$ cat config.mk
export PLATFORM = sky130hd
export DESIGN_NAME = priority_encoder
export DESIGN_NICKNAME = d
export VERILOG_FILES = /design/src/rtl/prio_enc_pkg.sv /design/src/rtl/prio_find_msb.sv /design/src/rtl/priority_encoder.sv
export SDC_FILE = /design/constraint.sdc
export NUM_CORES = 1
export LEC_CHECK = 0
export ABC_AREA = 1
export BUFFER_PORTS_ARGS = -buffer_cell sky130_fd_sc_hd__buf_2
export CAP_MARGIN = 10
export CORE_MARGIN = 4
export CORE_UTILIZATION = 25
export DETAILED_ROUTE_END_ITERATION = 8
export PLACE_DENSITY_LB_ADDON = 0.25
export SLEW_MARGIN = 20
export SYNTH_ARGS = -nofsm -noshare
export SYNTH_HDL_FRONTEND = slang
export SYNTH_HIERARCHICAL = 1
export SYNTH_SLANG_ARGS = --single-unit
$ cat constraint.sdc
create_clock -name clk -period 0.8 [get_ports clk]
set_clock_uncertainty 0.05 [all_clocks]
set_input_delay 0.16 -clock clk [delete_from_list [all_inputs] [get_ports clk]]
set_output_delay 0.16 -clock clk [all_outputs]
set_load 0.02 [all_outputs]
$ cat src/rtl/prio_enc_pkg.sv
// Shared constants for the registered dual priority encoder.
//   IN_W  : width of the request vector (bit IN_W-1 is highest priority)
//   IDX_W : width of an encoded index; 2**IDX_W must cover IN_W
package prio_enc_pkg;

  localparam int IN_W  = 12;
  localparam int IDX_W = 4;

endpackage

$ cat src/rtl/prio_find_msb.sv
// Combinational find-most-significant-set-bit.
// Ports:
//   vec   : input vector to scan
//   idx   : index of the highest set bit (0 when vec is all zero)
//   found : 1 when vec has at least one set bit
module prio_find_msb #(
  parameter int IN_W  = 12,
  parameter int IDX_W = 4
) (
  input  logic [IN_W-1:0]  vec,
  output logic [IDX_W-1:0] idx,
  output logic             found
);

  // Scan upward; each later set bit overrides earlier ones, so the
  // highest set bit is what remains.
  always_comb begin
    idx   = '0;
    found = 1'b0;
    for (int i = 0; i < IN_W; i++) begin
      if (vec[i]) begin
        idx   = IDX_W'(i);
        found = 1'b1;
      end
    end
  end

endmodule

$ cat src/rtl/priority_encoder.sv
// Registered dual priority encoder: reports the top two set bits of the
// request vector, one cycle after sampling.
// Ports:
//   clk    : rising-edge clock
//   rst    : asynchronous active-high reset (clears all outputs)
//   in     : request vector, bit i set = requester i active
//   out    : index of highest set bit        valid  : in had >= 1 bit set
//   out2   : index of second-highest set bit valid2 : in had >= 2 bits set
module priority_encoder
  import prio_enc_pkg::*;
(
  input  logic             clk,
  input  logic             rst,
  input  logic [IN_W-1:0]  in,
  output logic [IDX_W-1:0] out,
  output logic             valid,
  output logic [IDX_W-1:0] out2,
  output logic             valid2
);

  logic [IDX_W-1:0] idx1, idx2;
  logic             found1, found2;
  logic [IN_W-1:0]  masked;

  logic [IDX_W-1:0] out_d, out_q, out2_d, out2_q;
  logic             valid_d, valid_q, valid2_d, valid2_q;

  prio_find_msb #(.IN_W(IN_W), .IDX_W(IDX_W)) u_find1 (
    .vec   (in),
    .idx   (idx1),
    .found (found1)
  );

  // Remove the first winner so the second search finds the runner-up.
  // With no bit set, idx1 is 0 and clearing bit 0 changes nothing.
  always_comb begin
    masked = in & ~(IN_W'(1) << idx1);
  end

  prio_find_msb #(.IN_W(IN_W), .IDX_W(IDX_W)) u_find2 (
    .vec   (masked),
    .idx   (idx2),
    .found (found2)
  );

  always_comb begin
    out_d    = idx1;
    valid_d  = found1;
    out2_d   = idx2;
    valid2_d = found2;
  end

  // All four results share one register stage so they stay coherent.
  always_ff @(posedge clk or posedge rst) begin
    if (rst) begin
      out_q    <= '0;
      valid_q  <= 1'b0;
      out2_q   <= '0;
      valid2_q <= 1'b0;
    end else begin
      out_q    <= out_d;
      valid_q  <= valid_d;
      out2_q   <= out2_d;
      valid2_q <= valid2_d;
    end
  end

  assign out    = out_q;
  assign valid  = valid_q;
  assign out2   = out2_q;
  assign valid2 = valid2_q;

endmodule

==> results of run 1 <==
[where the power goes]
| part | switching [mW] | total [mW] | internal [mW] | leakage, nW |
|---|---|---|---|---|
| clock network | 0.139 | 0.311 | 0.172 | 0.0138 |
| logic | 0.285 | 0.628 | 0.344 | 0.700 |
| registers | 0.0136 | 0.547 | 0.534 | 0.106 |
| total | 0.438 | 1.49 | 1.05 | 0.820 |
[worst min-delay path: cells and delay by family]
| kind | cells | cell delay [ns] |
|---|---|---|
| buffers and inverters | 1 | 0.09 |
| AND/OR/NAND/NOR | 2 | 0.12 |
[repair_timing]
item	CTS	global route
gates resized for setup	51	9
pin swaps	10	8
setup endpoints to repair	17	28
hold buffers	1	0
buffers inserted	18	2
endpoints found under the hold margin	10	0
[worst max path at each step]
stage | startpoint | to | cells past startpoint
floorplan | in[2] | out2[0]$_DFF_PP0_ | 26
global placement | in[2] | out2[0]$_DFF_PP0_ | 20
detailed placement | in[2] | valid2$_DFF_PP0_ | 21
CTS | in[2] | out2[0]$_DFF_PP0_ | 27
global route | in[2] | out2[0]$_DFF_PP0_ | 27
finish | in[2] | out[0]$_DFF_PP0_ | 20
[metrics by stage]
step	setup TNS [ns]	hold slack, ns	worst slack, ns
after detailed placement	-6.70	0.0902	-1.14
after global placement	-6.54	0.0755	-1.10
final	-6.08	0.102	-0.789
after global routing	-7.72	0.111	-1.04
after floorplan	-3.32	-0.0498	-0.800
after CTS	-6.57	0.0882	-0.758
[layer usage]
| layer | global-route usage [%] | part of all wire (%) |
|---|---|---|
| met1 | 14.6 | 41 |
| met2 | 26.0 | 53 |
| met3 | 0.851 | 6.0 |
| met4 | 4.64 | 0.29 |
| met5 | 0 | 0 |
[final cells by class]
type | count | share of cell area, %
clock buffer | 3 | 1.53
inverter | 33 | 9.38
multi-input combinational | 73 | 28.3
timing repair buffer | 70 | 41.2
tap | 30 | 2.56
sequential | 10 | 17.1
[flip-flops by register name (all words and copies together), names as in the netlist]
signal and flops:
valid2 1, valid 1, out2 4, out 4
[kinds of logic after synthesis]
group / after synthesis / share of synthesized area, %
DFF: 10 / 36.0
AOI/OAI and AO/OA: 9 / 8.65
and+or+nand+nor: 64 / 37.5
buffers and inverters: 33 / 17.8
[Yosys cell counts]
cell      number
nand3_1       10
a21boi_0       4
nand2_1       30
a21boi_1       1
a31oi_1        2
nand2_2        1
nor3_1         2
inv_1         33
dfrtp_1       10
nor2_2         1
o21ai_0        2
nor2_1        20
==> out/metrics.yaml, run 1 <==
cp-start-kind: "primary input"
worstPathCellList: "buf_8, inv_8, nand2_2, nand2_1, nand2_1, nand2_1, nand2_1, nand2_1, nand2_1, nand2_2, nand2_2, nand2_4, buf_4, buf_4, buf_6, buf_6, buf_6, buf_6, buf_6, buf_6"
crit_path_top_delay_cell: "buf_4"
h-tree-depth: 1
firstDrtPassIters: 4
fmax_mhz: 629
final_area_um2: 1470
ys_seq_elements: 10
synth_area_um2: 694
place_area_um2: 1140
crit_type: "primary input to register"
power.density_nw_per_um2: 1010
grt.overflow.total: 0
start_util_pct: 27.0
violations: "setup timing"
critical_path_peak_fanout: 6
cts_tree: "yes"
synth_area_leaders: "dfrtp_1 (36%), inv_1 (18%), nand2_1 (16%)"
relSlewSlack_pct: 84.8
synth.net_count: 130
numClockSinks: 10
fill_cells: 252
min_to: "valid$_DFF_PP0_"
min_period_ns: 1.59
maxCapViolCount: 0
port_buffers: 23
grt_pass1_wl_mm: 3.68
rsz0062_at_grt: "true"
antenna_found_initial: 0
seq_area_frac_synth_pct: 36.0
grt_max_degree: 11
syn_inst: 116
finalWirelength_mm: 2.05
n_antenna_cell: 0
tightest_slew_ns: 0.226
num_rows: 18
end_kind: "register"
cp.required_ns: 0.90
ant_nets: 0
dp.cells: 201
fin_nets: 205
die_area_um2: 3690
layout_commonest_cell: "buf_4"
design.core.area_um2: 2570
clkTransAtPathRegs_ns: 0.05
yosys.area.top_type: "dfrtp_1"
timing.final.ws_setup_ns: -0.789
multiInputGateArea_um2: 415
drtIter0Drc: 13
leakagePower_nw: 0.820
crit_family: "buffers and inverters"
max-vdd-ir-drop_uv: 863
io_pins: 24
p_total_mw: 1.49
numCtsBuffers: 3
dr_total_vias: 886
gp_congestion: 0.738
yosys_warnings: 6
syn2layout_area_growth_pct: 111
die_width_um: 60.7
cts-root-buf: "clkbuf_4"
drive_gt1_share_pct: 52.4
clockBufferDepth: 2
finalCritPeriodShare_pct: 199
synth.distinct_cells: 12
drc_errors: 0
grt_usage_pct: 13.2
synth_top_cell_area_share_pct: 36.0
grt_pass1_vias: 933
report.final.setup_viol: 17
worstHoldStart: "in[0]"
die_h_um: 60.7
synth.avg_cell_area_um2: 5.99
hold_class: "primary input to register"
holdPathStages: 3
worst-path-buf-inv: 10
status: "finished with violations"
layout_common_cells: "buf_4 (34), inv_1 (28), buf_6 (23)"
routedWlPerCell_um: 9.36
fin_util_pct: 57.2
regArea_um2: 250
hpwl_mm: 1.59
instances_no_fill: 219
viasPerCell: 4.05
finalHoldViolCount: 0
max_stage_delay_ns: 0.13
drv_slew: 0
cp_data_arrival_time_ns: 1.69
Note: power is estimated with default switching activity, not from simulation.
==> inputs of run 2 (changes only) <==
Settings changed: CORE_UTILIZATION 25 to 43.
==> run 2 against run 1 <==
The run still ends with setup timing left. Global-route usage increased by 5.1 points. Routed wire length increased by 20%. Total power decreased by 1.6%. Sequential share of layout area increased by 1.6 points. Clock power increased by 5%. Cell area decreased by 8.7%. Fmax decreased by 6.5%. Combinational power decreased by 5.6%. Die area decreased by 37%. First-iteration DRC count increased to 3.2 times the previous value. Via count increased by 9.3%. Sequential power about the same.
==> out/metrics.yaml, run 2 (synthesized netlist as in run 1, its figures left out) <==
crit_path_top_delay_cell: "o21ai_4"
grt.overflow.total: 0
port_buffers: 23
antenna_found_initial: 0
drv_slew: 0
pre_cts_slack_ns: -1.09
numCtsBuffers: 3
dp.cells: 180
drc_errors: 0
hpwl_mm: 1.40
grt_pass1_wl_mm: 2.96
gp_congestion: 0.802
critical_path_peak_fanout: 6
die_h_um: 48.2
worst-path-buf-inv: 4
clockPowerShare_pct: 22.2
dr_total_vias: 968
crit_family: "simple AND/OR/NAND/NOR gates"
max-vdd-ir-drop_uv: 690
violations: "setup timing"
finalHoldViolCount: 0
num_rows: 14
numClockSinks: 10
finalWirelength_mm: 2.45
syn2layout_area_growth_pct: 93.0
fmax_mhz: 588
status: "finished with violations"
fin_setup_tns_ns: -6.43
maxCapViolCount: 0
end_kind: "register"
die_area_um2: 2320
p_sw_uw: 473
layout_commonest_cell: "buf_4"
firstDrtPassIters: 4
switching_share_pct: 32.3
report.final.setup_viol: 18
grt_pass1_vias: 777
worstPathCellList: "buf_8, buf_4, buf_6, o21ai_4, nand3_2, nand2_2, nand2_4, inv_2, nand3_1, nor2_1, nor2_1, nand2_1, nand2_1, nand2_1, nand2_1, nand2_1, nand2_1, nand2_1, nand2_1, nand2_1, nand2_1"
fill_cells: 82
crit_type: "primary input to register"
drtIter0Drc: 42
relSlewSlack_pct: 81.5
instances_no_fill: 191
fin_util_pct: 87.9
layout_common_cells: "buf_4 (29), inv_1 (27), nand2_1 (21)"
die_width_um: 48.2
cp.required_ns: 0.90
finalCritPeriodShare_pct: 213
power.density_nw_per_um2: 1090
pwr-share-seq_pct: 37.3
p_int_uw: 990
cp_common_cell: "nand2_1"
viasPerCell: 5.07
max_stage_delay_ns: 0.14
clkTransAtPathRegs_ns: 0.06
h-tree-depth: 1
grt_usage_pct: 18.3
n_antenna_cell: 0
ant_nets: 0
cp-start-kind: "primary input"
cts-root-buf: "clkbuf_4"
design.core.area_um2: 1520
fin_nets: 191
final_area_um2: 1340
cp_data_arrival_time_ns: 1.80
p_total_mw: 1.46
clockBufferDepth: 2
hold_class: "primary input to register"
leakagePower_nw: 0.748
routedWlPerCell_um: 12.8
timing.final.ws_setup_ns: -0.900
cts_tree: "yes"
io_pins: 24
tightest_slew_ns: 0.278
finalHoldWorstSlack_ns: 0.113
grt_max_degree: 11
drive_gt1_share_pct: 54.3
start_util_pct: 45.6
rsz0062_at_grt: "true"
p_comb_share_pct: 40.6
min_period_ns: 1.70
place_area_um2: 1070
==> run 2: routing by layer <==
metal / vias up / global-route usage (%) / wire length [µm]
li1: 461 / - / -
met1: 432 / 20.1 / 846
met2: 63 / 33.6 / 1350
met3: 12 / 2.58 / 191
met4: 0 / 9.14 / 63
met5: - / 0 / 0
==> run 2: final timing paths <==
| path | start | depth (start not counted) | to |
|---|---|---|---|
| setup / recovery | in[2] | 21 | out2[0]$_DFF_PP0_ |
| min in group asynchronous | rst | 3 | out[3]$_DFF_PP0_ |
| hold / removal | in[0] | 3 | valid$_DFF_PP0_ |
| max in group asynchronous | rst | 3 | out2[0]$_DFF_PP0_ |
==> run 2: layout make-up <==
type / count / area, µm² / share of cell area (%)
Clock buffer: 3 / 22.5 / 1.68
Inverter: 33 / 140 / 10.5
Multi-Input combinational cell: 73 / 445 / 33.2
Sequential cell: 10 / 250 / 18.7
Tap cell: 16 / 20.0 / 1.49
Timing Repair Buffer: 56 / 462 / 34.5
==> run 2: timing repair <==
| item | CTS | global route |
|---|---|---|
| buffers inserted | 3 | 4 |
| endpoints found under the setup margin | 17 | 27 |
| gates cloned | 0 | 0 |
| endpoints found under the hold margin | 10 | 0 |
| hold buffers | 1 | 0 |
| pin swaps | 11 | 20 |
| gates resized for setup | 40 | 19 |
==> run 2: power groups by stage <==
stage               clock (mW)  combinational [mW]  sequential (mW)
floorplan                    0               0.184            0.586
global placement             0               0.413            0.547
detailed placement           0               0.422            0.547
CTS                      0.336               0.506            0.545
global route             0.355               0.638            0.548
finish                   0.325               0.593            0.545
